## src/rtl/cmd_uart_responder.sv

```systemverilog
// Responder end of the Bluetooth command link: assembles 16-bit commands from
// two 8N1 UART bytes (high byte first) and transmits 8-bit status responses.
//
// state     | meaning
// RX_IDLE   | waiting for a falling edge on the synchronised RX line
// RX_START  | half-bit wait, then re-check the start bit is still low
// RX_DATA   | sampling 8 data bits LSB first at mid-bit
// RX_STOP   | sampling the stop bit at mid-bit
// WAIT_HIGH | assembler expects the high command byte
// WAIT_LOW  | high byte held, low byte must start before the pair timeout
// TX_IDLE   | line idles high, waiting for send_resp
// TX_START  | driving the start bit
// TX_DATA   | driving 8 data bits LSB first
// TX_STOP   | driving the stop bit
module cmd_uart_responder #(
    parameter int BAUD_DIV     = 5208,
    parameter int PAIR_TIMEOUT = 40
) (
    input  logic        clk,
    input  logic        rst,
    input  logic        RX,
    output logic        TX,
    output logic [15:0] cmd,
    output logic        cmd_rdy,
    input  logic        clr_cmd_rdy,
    input  logic [7:0]  resp,
    input  logic        send_resp,
    output logic        resp_sent,
    output logic        tx_busy
);
    localparam logic [15:0] BAUD_LAST = 16'(BAUD_DIV - 1);
    localparam logic [15:0] HALF_LAST = 16'(BAUD_DIV / 2 - 1);
    localparam int          TMO_CLKS  = PAIR_TIMEOUT * BAUD_DIV;
    localparam int          TMO_W     = $clog2(TMO_CLKS + 1);
    localparam logic [TMO_W-1:0] TMO_LAST = TMO_W'(TMO_CLKS - 1);

    typedef enum logic [1:0] {RX_IDLE, RX_START, RX_DATA, RX_STOP} rx_state_t;
    typedef enum logic       {WAIT_HIGH, WAIT_LOW} asm_state_t;
    typedef enum logic [1:0] {TX_IDLE, TX_START, TX_DATA, TX_STOP} tx_state_t;

    rx_state_t        rx_state, rx_nxt;
    asm_state_t       asm_state, asm_nxt;
    tx_state_t        tx_state, tx_nxt;

    logic             rx_meta, rx_sync, rx_prev;
    logic [15:0]      rx_cnt;
    logic [3:0]       rx_idx;
    logic [7:0]       rx_shift;
    logic             rx_tick, rx_fall, byte_ok, byte_err;
    logic [7:0]       hi_byte;
    logic [TMO_W-1:0] tmo_cnt;
    logic             tmo_hit, hi_done, pair_done;
    logic [15:0]      tx_cnt;
    logic [3:0]       tx_idx;
    logic [7:0]       tx_data;
    logic             tx_tick;

    // ---------------- receiver ----------------
    always_ff @(posedge clk) begin
        if (rst) begin
            rx_meta <= 1'b1;
            rx_sync <= 1'b1;
            rx_prev <= 1'b1;
        end else begin
            rx_meta <= RX;
            rx_sync <= rx_meta;
            rx_prev <= rx_sync;
        end
    end

    assign rx_fall = rx_prev & ~rx_sync;
    assign rx_tick = (rx_state == RX_START) ? (rx_cnt == HALF_LAST) : (rx_cnt == BAUD_LAST);

    always_ff @(posedge clk) begin
        if (rst) rx_state <= RX_IDLE;
        else     rx_state <= rx_nxt;
    end

    always_comb begin
        rx_nxt = rx_state;
        case (rx_state)
            RX_IDLE:  if (rx_fall) rx_nxt = RX_START;
            RX_START: if (rx_tick) rx_nxt = rx_sync ? RX_IDLE : RX_DATA;
            RX_DATA:  if (rx_tick && rx_idx == 4'd7) rx_nxt = RX_STOP;
            RX_STOP:  if (rx_tick) rx_nxt = RX_IDLE;
            default:  rx_nxt = RX_IDLE;
        endcase
    end

    always_comb begin
        byte_ok  = 1'b0;
        byte_err = 1'b0;
        if (rx_state == RX_STOP && rx_tick) begin
            byte_ok  = rx_sync;
            byte_err = ~rx_sync;
        end
    end

    always_ff @(posedge clk) begin
        if (rst) begin
            rx_cnt   <= '0;
            rx_idx   <= '0;
            rx_shift <= '0;
        end else begin
            if (rx_state == RX_IDLE || rx_tick) rx_cnt <= '0;
            else                                rx_cnt <= rx_cnt + 16'd1;
            if (rx_state != RX_DATA) rx_idx <= '0;
            else if (rx_tick)        rx_idx <= rx_idx + 4'd1;
            if (rx_state == RX_DATA && rx_tick) rx_shift <= {rx_sync, rx_shift[7:1]};
        end
    end

    // ---------------- byte-pair assembler ----------------
    always_ff @(posedge clk) begin
        if (rst) asm_state <= WAIT_HIGH;
        else     asm_state <= asm_nxt;
    end

    assign tmo_hit = (asm_state == WAIT_LOW) && (tmo_cnt == TMO_LAST);

    always_comb begin
        asm_nxt = asm_state;
        case (asm_state)
            WAIT_HIGH: if (byte_ok) asm_nxt = WAIT_LOW;
            WAIT_LOW:  if (byte_ok || byte_err || tmo_hit) asm_nxt = WAIT_HIGH;
            default:   asm_nxt = WAIT_HIGH;
        endcase
    end

    always_comb begin
        hi_done   = (asm_state == WAIT_HIGH) && byte_ok;
        pair_done = (asm_state == WAIT_LOW) && byte_ok;
    end

    // Timeout only runs while the line is idle; a detected start bit restarts it.
    always_ff @(posedge clk) begin
        if (rst)
            tmo_cnt <= '0;
        else if (asm_state == WAIT_LOW && rx_state == RX_IDLE && !rx_fall && !tmo_hit)
            tmo_cnt <= tmo_cnt + TMO_W'(1);
        else
            tmo_cnt <= '0;
    end

    always_ff @(posedge clk) begin
        if (rst) begin
            hi_byte <= '0;
            cmd     <= '0;
            cmd_rdy <= 1'b0;
        end else begin
            if (hi_done)   hi_byte <= rx_shift;
            if (pair_done) cmd     <= {hi_byte, rx_shift};
            if (pair_done)                     cmd_rdy <= 1'b1;
            else if (clr_cmd_rdy || hi_done)   cmd_rdy <= 1'b0;
        end
    end

    // ---------------- transmitter ----------------
    assign tx_tick = (tx_cnt == BAUD_LAST);

    always_ff @(posedge clk) begin
        if (rst) tx_state <= TX_IDLE;
        else     tx_state <= tx_nxt;
    end

    always_comb begin
        tx_nxt = tx_state;
        case (tx_state)
            TX_IDLE:  if (send_resp) tx_nxt = TX_START;
            TX_START: if (tx_tick) tx_nxt = TX_DATA;
            TX_DATA:  if (tx_tick && tx_idx == 4'd7) tx_nxt = TX_STOP;
            TX_STOP:  if (tx_tick) tx_nxt = TX_IDLE;
            default:  tx_nxt = TX_IDLE;
        endcase
    end

    always_comb begin
        TX      = 1'b1;
        tx_busy = (tx_state != TX_IDLE);
        case (tx_state)
            TX_START: TX = 1'b0;
            TX_DATA:  TX = tx_data[tx_idx[2:0]];
            default:  TX = 1'b1;
        endcase
    end

    always_ff @(posedge clk) begin
        if (rst) begin
            tx_cnt    <= '0;
            tx_idx    <= '0;
            tx_data   <= '0;
            resp_sent <= 1'b0;
        end else begin
            if (tx_state == TX_IDLE || tx_tick) tx_cnt <= '0;
            else                                tx_cnt <= tx_cnt + 16'd1;
            if (tx_state != TX_DATA) tx_idx <= '0;
            else if (tx_tick)        tx_idx <= tx_idx + 4'd1;
            if (tx_state == TX_IDLE && send_resp) begin
                tx_data   <= resp;
                resp_sent <= 1'b0;
            end else if (tx_state == TX_STOP && tx_tick) begin
                resp_sent <= 1'b1;
            end
        end
    end

endmodule

```

## config.mk

```make
export PLATFORM = sky130hd
export DESIGN_NAME = cmd_uart_responder
export DESIGN_NICKNAME = d
export VERILOG_FILES = /design/src/rtl/cmd_uart_responder.sv
export SDC_FILE = /design/constraint.sdc
export NUM_CORES = 1
export LEC_CHECK = 0
export BUFFER_PORTS_ARGS = -buffer_cell sky130_fd_sc_hd__clkbuf_2
export CORE_ASPECT_RATIO = 1.5
export CORE_UTILIZATION = 42
export DETAILED_ROUTE_END_ITERATION = 12
export SYNTH_ARGS = -nofsm -noshare
export SYNTH_HDL_FRONTEND = slang
export SYNTH_SLANG_ARGS = --single-unit
```

## constraint.sdc

```tcl
create_clock -name clk -period 2.45 [get_ports clk]
set_input_delay 0.1225 -clock clk [delete_from_list [all_inputs] [get_ports clk]]
set_output_delay 0.1225 -clock clk [all_outputs]
set_load 0.005 [all_outputs]
```

==> flow_summary.json <==
{
  "p_sw_frac": 0.2675,
  "path_clk_slew_ns": 0.08,
  "grt_overflow": 0,
  "yosysTopAreaCell": "dfxtp_1",
  "clock.fmax_mhz": 447.4,
  "cp-end-kind": "flop",
  "rsz0062_at_grt": "false",
  "ys_seq_area_frac": 0.4607,
  "synthFlopType": "dfxtp_1",
  "grt_usage": 0.1715,
  "insertion_delay_ns": 0.35,
  "cts_tree": "done",
  "power.total_uw": 3674,
  "crit_path_start": "rx_cnt[0]",
  "p_leak_uw": 0.001899,
  "drt-initial-drc-count": 97,
  "r2r_setup_slack_ns": 0.21,
  "synth_cell_types": 48,
  "critical_path.max_fanout": 9,
  "synth_fp_nets": 538,
  "hold_class": "in2reg",
  "global_route.usage.met1": 0.2023,
  "outcome": "finished clean",
  "synth_area_mm2": 0.004693,
  "initial_core_util": 0.4384,
  "async_flop_share": 0,
  "p_int_uw": 2691,
  "htree_levels": 3,
  "die_h_um": 131.5,
  "grt_use_met3": 0.03706,
  "path_cells": "ha_1 -> nor4b_1 -> nand4_1 -> or4b_4 -> mux2i_1",
  "first_pass_iters": 4,
  "seqPwrFrac": 0.500,
  "netlist_instances": 515,
  "hold_violations": 0,
  "worst_slack_ns": 0.2146,
  "synth_commonest_cells": "dfxtp_1, nand2_1, nor2_1",
  "synth_area_per_cell_um2": 9.113,
  "post-cts-setup-buffers": 0,
  "cts-buffers-inserted": 9,
  "power.density_mw_per_mm2": 683.1,
  "final_max_slew_viol_count": 0,
  "io_buffers": 32,
  "hold_slack_ns": 0.008082,
  "drc": 0,
  "timing.setup.tns_ns": 0,
  "stdcell_area_mm2": 0.005379,
  "placed_cell_area_mm2": 0.005026,
  "critPathKind": "reg2reg",
  "crit_buf_inv": 0,
  "cp_slowest_cell": "or4b_4",
  "met2_usage": 0.2970,
  "fp.dieW_um": 88.31,
  "worst_ep_arrival_time_ns": 2.47,
  "crit_family": "simple AND/OR/NAND/NOR gates",
  "wirelength_mm": 9.244,
  "path_depth": 5,
  "post_drt_via_cell_ratio": 5.166,
  "synth.top_cells.by_area": "dfxtp_1, mux2i_1, nand2_1",
  "antenna_found_initial": 0,
  "grt_pass1_vias": 3597,
  "reg2regPathDepth": 5,
  "switchingPower_uw": 982.7,
  "place.gp.congestion": 0.7716,
  "cp-start-kind": "flop",
  "crit_path_max_incr_delay_ns": 0.69,
  "synth_seq_cells": 108,
  "drive_gt1_frac": 0.1318,
  "pwr-share-clk": 0.391,
  "finClkSkew_ns": 0.009463,
  "dpl.hpwl_mm": 6.627,
  "r2r_end": "hi_byte[1]",
  "setup_viol": 0,
  "nets": 572,
  "core_area_mm2": 0.01071,
  "drv_cap": 0,
  "period_needed_ns": 2.235,
  "netlist.area_leader.share": 0.4607,
  "rows": 46,
  "whs_path_depth": 3,
  "n_antenna_cell": 0,
  "nFillCells": 1068,
  "grt_max_degree": 35,
  "synth.most_common_cell": "dfxtp_1",
  "clock_sinks": 108,
  "r2r_start": "rx_cnt[0]",
  "max-vdd-ir-drop_mv": 0.3609,
  "combPwrFrac": 0.109,
  "endpoint": "hi_byte[1]",
  "dp_slack_ns": 0.04732,
  "cts_root_buf": "clkbuf_16",
  "grt_first_pass_wirelength_mm": 16.04,
  "num_io_pins": 33,
  "fin_crit_sh": 0.9124,
  "area_delta_synth_final_pct": 14.61,
  "wl_per_cell_um": 13.24,
  "worstMarginPinSlew_ns": 0.5094,
  "vias": 3606,
  "critPathRequiredTime_ns": 2.69,
  "slew_headroom": 0.6596,
  "dieArea_mm2": 0.01161,
  "synth_enable_flop_cells": 0,
  "grt_busiest_layer": "met2",
  "clock_path_buffers": 2,
  "synth-warning-count": 0,
  "antenna_left": 0
}
## registers in the layout (all words and copies together), names as in the netlist, 8 cells and up, named ones only
register and cells:
rx_cnt 16, tx_cnt 16, tmo_cnt 18, tx_data 8, rx_shift 8, cmd 16
hi_byte 8
## cells by family (layout without fill, tap and decap cells)
| kind of cell | after synthesis | in the layout | share of synthesized area |
|---|---|---|---|
| simple gates | 234 | 234 | 0.2517 |
| flops | 108 | 108 | 0.4607 |
| compound gates | 46 | 46 | 0.06212 |
| mux | 42 | 42 | 0.09491 |
| xor+xnor | 38 | 38 | 0.07091 |
| buf+inv | 37 | 76 | 0.03306 |
| fa+ha+maj | 10 | 10 | 0.02666 |
## worst reg2reg max path: cells and delay by family (launching register included)
kind	cells	cell delay, ns
mux	1	0.16
flops	1	0.38
simple gates	3	1.34
fa+ha+maj	1	0.25
## metrics by stage
step,std cells,util
floorplan,515,-
CTS,698,0.5018
global route,698,0.5025
detailed placement,678,0.4695
global placement,678,0.4695
finish,698,0.5025
## routing by layer
layer,part of all wire,wire [um]
met5,0,0
met4,0.018,163
met3,0.022,202
met2,0.51,4739
met1,0.45,4139
## power groups by stage
stage | Combinational, uW | Clock (uW) | Sequential, uW
after floorplan | 281 | 0 | 1870
after global placement | 391 | 0 | 1880
after detailed placement | 400 | 0 | 1880
after CTS | 405 | 1480 | 1840
after global routing | 456 | 1540 | 1850
final | 400 | 1440 | 1840
## final cells by class
class / instances / area, um^2 / share of cell area
tap: 144 / 180.2 / 0.03350
clock buffer: 9 / 225.2 / 0.04187
sequential: 108 / 2162 / 0.4020
clock inverter: 7 / 80.08 / 0.01489
multi-input combinational: 370 / 2396 / 0.4455
inverter: 12 / 45.04 / 0.008374
timing repair buffer: 48 / 290.3 / 0.05397
## how the worst min path moves through the flow
stage,startpoint,end,slack [ns]
floorplan,RX,rx_meta,0.23
global placement,RX,rx_meta,0.31
detailed placement,RX,rx_meta,0.31
CTS,resp[7],tx_data[7],0.002
global route,resp[1],tx_data[1],0.01
finish,resp[7],tx_data[7],0.008
## repair_timing
item	in CTS	in global routing
hold buffers	4	0
setup endpoints to repair	0	17
resized for setup	0	2
hold endpoints to repair	4	0
## layout by cell type (no fill, tap or decap), drive strengths merged, types with 2 or more instances in the layout
cell type      n
dlygate4sd3    4
nor4           8
and4b          2
or4            6
o31ai          4
ha            10
xnor2         21
o22ai          2
nand4         15
inv           15
or2            4
mux4           2
nor3           6
nand3         27
clkinv         3
nor3b          3
nand2         74
nor2          51
a21o           2
or3           13
buf           12
a211oi         2
mux2i         40
and4           7
or4b           2
dfxtp        108
o21ai          7
clkbuf        41
nor4b          7
a21oi         20
xor2          17
and3           3
Note: power is estimated with default switching activity, not from simulation.
